File: config.mk
export PLATFORM = sky130hd
export DESIGN_NAME = tank_move_ctrl
export DESIGN_NICKNAME = d
export VERILOG_FILES = /design/src/rtl/tank_pkg.sv /design/src/rtl/tank_step_timer.sv /design/src/rtl/tank_move_ctrl.sv
export SDC_FILE = /design/constraint.sdc
export NUM_CORES = 1
export LEC_CHECK = 0
export ABC_AREA = 1
export CELL_PAD_IN_SITES_DETAIL_PLACEMENT = 0
export CELL_PAD_IN_SITES_GLOBAL_PLACEMENT = 1
export CORE_MARGIN = 5
export CORE_UTILIZATION = 41
export CTS_CLUSTER_SIZE = 10
export DETAILED_ROUTE_END_ITERATION = 10
export PLACE_DENSITY_LB_ADDON = 0.1
export REMOVE_ABC_BUFFERS = 1
export SLEW_MARGIN = 5
export SYNTH_ARGS = -nofsm -noshare
export SYNTH_HDL_FRONTEND = slang
export SYNTH_SLANG_ARGS = --single-unit
File: constraint.sdc
create_clock -name clk -period 2.1 [get_ports clk]
set_input_delay 0.42 -clock clk [delete_from_list [all_inputs] [get_ports clk]]
set_output_delay 0.42 -clock clk [all_outputs]
set_load 0.02 [all_outputs]
File: src/rtl/tank_pkg.sv
// Shared constants and types for the tank blocks (movement control and renderer).
//   - Direction encodings as driven on tank_dir.
//   - Playfield grid limits and pixel mapping: cell (x, y) -> (x*CELL_PX+PIX_X0, y*CELL_PX+PIX_Y0).
//   - Movement FSM state type and a helper that sizes the shared counters.
package tank_pkg;

    typedef enum logic [1:0] {
        DIR_UP    = 2'b00,
        DIR_DOWN  = 2'b01,
        DIR_LEFT  = 2'b10,
        DIR_RIGHT = 2'b11
    } dir_e;

    typedef enum logic [1:0] {
        ST_IDLE,
        ST_HOLD,
        ST_DEAD
    } move_state_e;

    localparam int unsigned X_MAX   = 23;
    localparam int unsigned Y_MAX   = 21;
    localparam int unsigned PIX_X0  = 160;
    localparam int unsigned PIX_Y0  = 40;
    localparam int unsigned CELL_PX = 20;

    // Width able to hold a count up to the larger of the two terminal counts.
    function automatic int unsigned cnt_width(input int unsigned a, input int unsigned b);
        int unsigned m;
        m = (a > b) ? a : b;
        return (m > 1) ? $clog2(m) : 1;
    endfunction

endpackage

File: src/rtl/tank_step_timer.sv
// Loadable terminal-count counter.
//   clk, rst_n : clock, asynchronous active-low reset
//   clr_i      : synchronous clear to 0 (wins over en_i)
//   en_i       : count enable; wraps to 0 after reaching term_i
//   term_i     : terminal count value
//   done_o     : high while the count equals term_i (caller qualifies with its enable)
module tank_step_timer #(
    parameter int unsigned WIDTH = 3
) (
    input  logic             clk,
    input  logic             rst_n,
    input  logic             clr_i,
    input  logic             en_i,
    input  logic [WIDTH-1:0] term_i,
    output logic             done_o
);

    logic [WIDTH-1:0] cnt_q, cnt_d;

    always_comb begin
        cnt_d = cnt_q;
        if (clr_i) begin
            cnt_d = '0;
        end else if (en_i) begin
            cnt_d = (cnt_q == term_i) ? '0 : cnt_q + 1'b1;
        end
    end

    always_ff @(posedge clk or negedge rst_n) begin
        if (!rst_n) begin
            cnt_q <= '0;
        end else begin
            cnt_q <= cnt_d;
        end
    end

    // Driven from the register only, so the caller can use it in the same
    // combinational block that generates en_i/clr_i without a loop.
    assign done_o = (cnt_q == term_i);

endmodule

File: src/rtl/tank_move_ctrl.sv
// Tank movement controller: debounced buttons -> grid position, facing, alive flag.
//   clk, rst_n            : clock, asynchronous active-low reset
//   btn_up/down/left/right: debounced levels, priority up > down > left > right
//   hit                   : single-cycle destroy pulse
//   x_rel_pos, y_rel_pos  : current cell
//   tank_dir              : facing (tank_pkg::dir_e encoding)
//   tank_state            : 1 = alive/visible
//   step_pulse            : one cycle per completed cell move
module tank_move_ctrl #(
    parameter int unsigned X_MAX          = 23,
    parameter int unsigned Y_MAX          = 21,
    parameter int unsigned X_START        = 11,
    parameter int unsigned Y_START        = 21,
    parameter logic [1:0]  DIR_START      = 2'b00,
    parameter int unsigned STEP_CYCLES    = 5_000_000,
    parameter int unsigned RESPAWN_CYCLES = 25_000_000
) (
    input  logic       clk,
    input  logic       rst_n,
    input  logic       btn_up,
    input  logic       btn_down,
    input  logic       btn_left,
    input  logic       btn_right,
    input  logic       hit,
    output logic [4:0] x_rel_pos,
    output logic [4:0] y_rel_pos,
    output logic [1:0] tank_dir,
    output logic       tank_state,
    output logic       step_pulse
);

    import tank_pkg::*;

    localparam int unsigned CW = cnt_width(STEP_CYCLES, RESPAWN_CYCLES);
    localparam logic [CW-1:0] STEP_TERM = CW'(STEP_CYCLES - 1);
    localparam logic [CW-1:0] RESP_TERM = CW'(RESPAWN_CYCLES - 1);

    move_state_e state_q, state_d;
    logic [4:0]  x_q, x_d, y_q, y_d;
    dir_e        dir_q, dir_d;
    logic        alive_q, alive_d;
    logic        step_q, step_d;

    logic        req_valid;
    dir_e        req_dir;
    logic        blocked;
    logic        step_clr, step_en, step_done;
    logic        resp_clr, resp_en, resp_done;

    // Button decode
    always_comb begin
        req_valid = btn_up | btn_down | btn_left | btn_right;
        if (btn_up)         req_dir = DIR_UP;
        else if (btn_down)  req_dir = DIR_DOWN;
        else if (btn_left)  req_dir = DIR_LEFT;
        else                req_dir = DIR_RIGHT;
    end

    // Edge check precedes inc/dec so the 5-bit positions never wrap.
    always_comb begin
        case (dir_q)
            DIR_UP:    blocked = (y_q == 5'd0);
            DIR_DOWN:  blocked = (y_q == 5'(Y_MAX));
            DIR_LEFT:  blocked = (x_q == 5'd0);
            default:   blocked = (x_q == 5'(X_MAX));
        endcase
    end

    tank_step_timer #(.WIDTH(CW)) u_step_timer (
        .clk    (clk),
        .rst_n  (rst_n),
        .clr_i  (step_clr),
        .en_i   (step_en),
        .term_i (STEP_TERM),
        .done_o (step_done)
    );

    tank_step_timer #(.WIDTH(CW)) u_respawn_timer (
        .clk    (clk),
        .rst_n  (rst_n),
        .clr_i  (resp_clr),
        .en_i   (resp_en),
        .term_i (RESP_TERM),
        .done_o (resp_done)
    );

    // State register
    always_ff @(posedge clk or negedge rst_n) begin
        if (!rst_n) begin
            state_q <= ST_IDLE;
        end else begin
            state_q <= state_d;
        end
    end

    // Next-state logic; hit is ignored once already dead.
    always_comb begin
        state_d = state_q;
        case (state_q)
            ST_IDLE: begin
                if (hit)            state_d = ST_DEAD;
                else if (req_valid) state_d = ST_HOLD;
            end
            ST_HOLD: begin
                if (hit)             state_d = ST_DEAD;
                else if (!req_valid) state_d = ST_IDLE;
            end
            ST_DEAD: begin
                if (resp_done) state_d = ST_IDLE;
            end
            default: state_d = ST_IDLE;
        endcase
    end

    // Output / datapath next values and timer controls.
    // The step timer only runs while holding the direction already faced; any
    // turn, release, hit or other state clears it.
    always_comb begin
        x_d      = x_q;
        y_d      = y_q;
        dir_d    = dir_q;
        alive_d  = alive_q;
        step_d   = 1'b0;
        step_clr = 1'b1;
        step_en  = 1'b0;
        resp_clr = 1'b1;
        resp_en  = 1'b0;
        case (state_q)
            ST_IDLE: begin
                if (hit) begin
                    alive_d = 1'b0;
                end else if (req_valid) begin
                    dir_d = req_dir;
                end
            end
            ST_HOLD: begin
                if (hit) begin
                    alive_d = 1'b0;
                end else if (req_valid) begin
                    if (req_dir != dir_q) begin
                        dir_d = req_dir;
                    end else begin
                        step_clr = 1'b0;
                        step_en  = 1'b1;
                        if (step_done && !blocked) begin
                            step_d = 1'b1;
                            case (dir_q)
                                DIR_UP:    y_d = y_q - 5'd1;
                                DIR_DOWN:  y_d = y_q + 5'd1;
                                DIR_LEFT:  x_d = x_q - 5'd1;
                                default:   x_d = x_q + 5'd1;
                            endcase
                        end
                    end
                end
            end
            ST_DEAD: begin
                resp_clr = 1'b0;
                resp_en  = 1'b1;
                if (resp_done) begin
                    x_d     = 5'(X_START);
                    y_d     = 5'(Y_START);
                    dir_d   = dir_e'(DIR_START);
                    alive_d = 1'b1;
                end
            end
            default: ;
        endcase
    end

    always_ff @(posedge clk or negedge rst_n) begin
        if (!rst_n) begin
            x_q     <= 5'(X_START);
            y_q     <= 5'(Y_START);
            dir_q   <= dir_e'(DIR_START);
            alive_q <= 1'b1;
            step_q  <= 1'b0;
        end else begin
            x_q     <= x_d;
            y_q     <= y_d;
            dir_q   <= dir_d;
            alive_q <= alive_d;
            step_q  <= step_d;
        end
    end

    assign x_rel_pos  = x_q;
    assign y_rel_pos  = y_q;
    assign tank_dir   = dir_q;
    assign tank_state = alive_q;
    assign step_pulse = step_q;

endmodule
==> flow_summary.toml, run 1 <==
[outcome]
outcome = "complete, no violations"

[setup_path]
critPathKind = "register to output port"
arrival_ps = 1570
critical_path.top_delay_family = "buffers and inverters"
worst_setup_path_end_kind = "output port"
path_cells = "clkdlybuf4s50_1"
critPathLaunchType = "register"
critPathMaxStageDelay_ps = 630
critPathSlowestCell = "clkdlybuf4s50_1"
cp.required_ps = 1680
worstPathBufferInverterCount = 1
cp_max_fo = 6

[power]
pwr-share-comb_pct = 41.4
power_leakage_nw = 2.08
cellPowerDensity_nw_per_um2 = 980
peakVddDrop_mv = 0.594
clkPwrFrac_pct = 23.3
cellInternalPower_w = 0.00286
swShare_pct = 40.0
p_switching_w = 0.00191
seq_power_share_pct = 35.3

[placement]
pre_cts_ws_ps = -15.2
gp_congestion = 0.834
dp_hpwl_mm = 7.49
place_area_um2 = 4660
portBuffers = 20

[sta]
finalCriticalPeriod_ps = 1990
setup_viol = 0
slew_violations = 0
max_freq_ghz = 0.502
worst_slack_ps = 108
rsz0062_at_grt = "false"
slew_headroom_pct = 62.2
hold_viol = 0
finalCritPeriodShare_pct = 94.9
finClkSkew_ps = 16.0
tightest_slew_ps = 562

[floorplanning]
core_area_um2 = 10200
die_y_um = 112
initial_utilization_pct = 41.6
boundaryPins = 21
die_area_um2 = 12500
rows = 37
die_w_um = 112

[synth]
yosys.area.top_type = "dfrtp_1"
synth-edff-count = 0
synthAdderAreaFrac_pct = 4.49
synth.avg_cell_area_um2 = 7.44
synthFlopType = "dfrtp_1"
synth_top_family_by_area = "simple AND/OR/NAND/NOR gates"
synth-simple-area-share_pct = 39.6
yosysWarnings = 0
post_synth_num_cell_types = 42
synth_compound_area_share_pct = 5.99
synth-seq-cells = 66
netlist_area_um2 = 4240
synth_area_leaders = "dfrtp_1 35%, nand2_1 11%, nor2_1 9.0%, inv_1 5.5%, nand3_1 4.5%"
seq_area_frac_synth_pct = 39.2
synth_top_area_share_pct = 34.8
synth_cells = 570
synth_xor_xnor_area_share_pct = 3.92
async_flop_share_pct = 100
muxShareOfSynthArea_pct = 0

[route]
vias = 3667
wl_per_cell_um = 13.2
drc = 0
drt_first_iter_violations = 217
wl_mm = 9.88
vias_per_cell = 4.91
antenna_left = 0
first_pass_iters = 4

[layout]
fin_area_um2 = 4870
drive_gt1_share_pct = 11.1
fin_nets = 627
fill_cells = 1049
antenna_cells = 0
final_common_cell = "nand2_1"
final_cell_mix = "129 x nand2_1, 102 x nor2_1, 62 x inv_1, 59 x dfrtp_1, 38 x nand3_1"
syn2layout_area_growth_pct = 14.8

[clock_tree]
ctsHoldBuffers = 0
cts_tree = "done"
cts_root_buffer = "clkbuf_8"
htree_levels = 3
cts_inserted_buffers = 9
post_cts_buffers = 0
ctsLongestPathBuffers = 2
insertion_delay_ps = 350
cts_sinks = 66
post_cts_resized = 0
path_clk_slew_ps = 90

[global_route]
grt_pass1_wl_mm = 17.8
grt-ovfl-total = 0
grt_max_degree = 67
antenna_found_initial = 0
grt_use_total_pct = 17.2
grt_util_met1_pct = 22.9
grt_pass1_vias = 3759
grt_use_met2_pct = 29.1
use_met3_pct = 2.50
grt-busiest-layer = "met2"

[min_path]
hold_path.class = "input port to asynchronous set/reset pin"

[flow_run]
maxCapViolCount = 0
[cell families after synthesis]
logic type / Yosys count
XOR/XNOR: 19
buffers and inverters: 73
AND/OR/NAND/NOR: 354
flip-flops: 66
AO/OA/AOI/OAI: 44
adder cells (fa/ha/maj): 14
[stage by stage]
| stage | std cells | hold WS (ps) | total power, W | utilization [%] | setup TNS [ps] |
|---|---|---|---|---|---|
| final | 747 | 75.6 | 0.00477 | 47.8 | 0 |
| after global routing | 747 | 103 | 0.00519 | 47.8 | 0 |
| after CTS | 747 | 94.4 | 0.00484 | 47.8 | 0 |
| after detailed placement | 731 | 476 | 0.00371 | 45.8 | -17.3 |
| after global placement | 731 | 473 | 0.00368 | 45.8 | 0 |
| after floorplan | 564 | 124 | 0.00303 | - | 0 |
[per-layer routing]
layer,part of all wire [%],vias up
li1,-,1905
met1,48,1707
met2,49,46
met3,2.2,9
met4,1.2,0
met5,0,-
[cell type report]
cell class	count	area (um2)	area share, %
Clock buffer	10	138	2.83
Multi-Input combinational cell	431	2290	47.1
Clock inverter	6	66.3	1.36
Timing Repair Buffer	31	290	5.96
Inverter	67	251	5.17
Sequential cell	66	1660	34.1
Tap cell	136	170	3.50
[worst paths after layout]
| path | startpoint | to | slack, ps | cells after the start |
|---|---|---|---|---|
| hold / removal | rst_n | u_respawn_timer.cnt_q[6]$_DFF_PN0_ | 80 | 2 |
| hold reg to reg | tank_state$_DFFE_PN1P_ | tank_state$_DFFE_PN1P_ | 490 | 2 |
| setup reg to reg | tank_dir[1]$_DFFE_PN0P_ | y_rel_pos[4]$_DFFE_PN1P_ | 250 | 10 |
| min in group clk | tank_state$_DFFE_PN1P_ | tank_state$_DFFE_PN1P_ | 490 | 2 |
| max in group asynchronous | rst_n | x_rel_pos[0]$_DFFE_PN1P_ | 1670 | 2 |
| setup / recovery | x_rel_pos[1]$_DFFE_PN1P_ | x_rel_pos[1] | 110 | 1 |
[power groups by stage]
stage	logic (W)	registers, W	clock network [W]
6_report	0.00198	0.00168	0.00111
5_1_grt	0.00226	0.00172	0.00120
4_1_cts	0.00202	0.00168	0.00115
3_5_place_dp	0.00201	0.00170	0
3_3_place_gp	0.00198	0.00170	0
2_1_floorplan	0.00124	0.00179	0
[synth_stat cells (5+ instances only)]
cell type	n
o21ai_1	5
nand3_1	38
nand2_4	5
a21oi_1	20
nor2_4	5
dfrtp_1	59
nand4_1	15
ha_1	12
nor2_1	102
dfstp_2	7
o21ai_0	6
o21a_1	6
nor3_1	30
nor3b_1	5
xor2_1	15
inv_1	62
nand2_1	129
[registers in the layout, indices dropped and copies added, names as in the netlist]
| signal | flops |
|---|---|
| u_step_timer.cnt_q | 25 |
| step_pulse | 1 |
| tank_state | 1 |
| state_q | 2 |
| x_rel_pos | 5 |
| tank_dir | 2 |
| y_rel_pos | 5 |
| u_respawn_timer.cnt_q | 25 |
Note: power is estimated with default switching activity, not from simulation.
==> run 2, diff against run 1 <==
Settings changed: CAP_MARGIN set to 15.
==> results of run 2 <==
Final layout, timing and power as in run 1 (identical DEF).
==> run 3, diff against run 2 <==
Settings changed: SKIP_LAST_GASP set to 1.
==> results of run 3 <==
Final layout, timing and power as in run 1 (identical DEF).
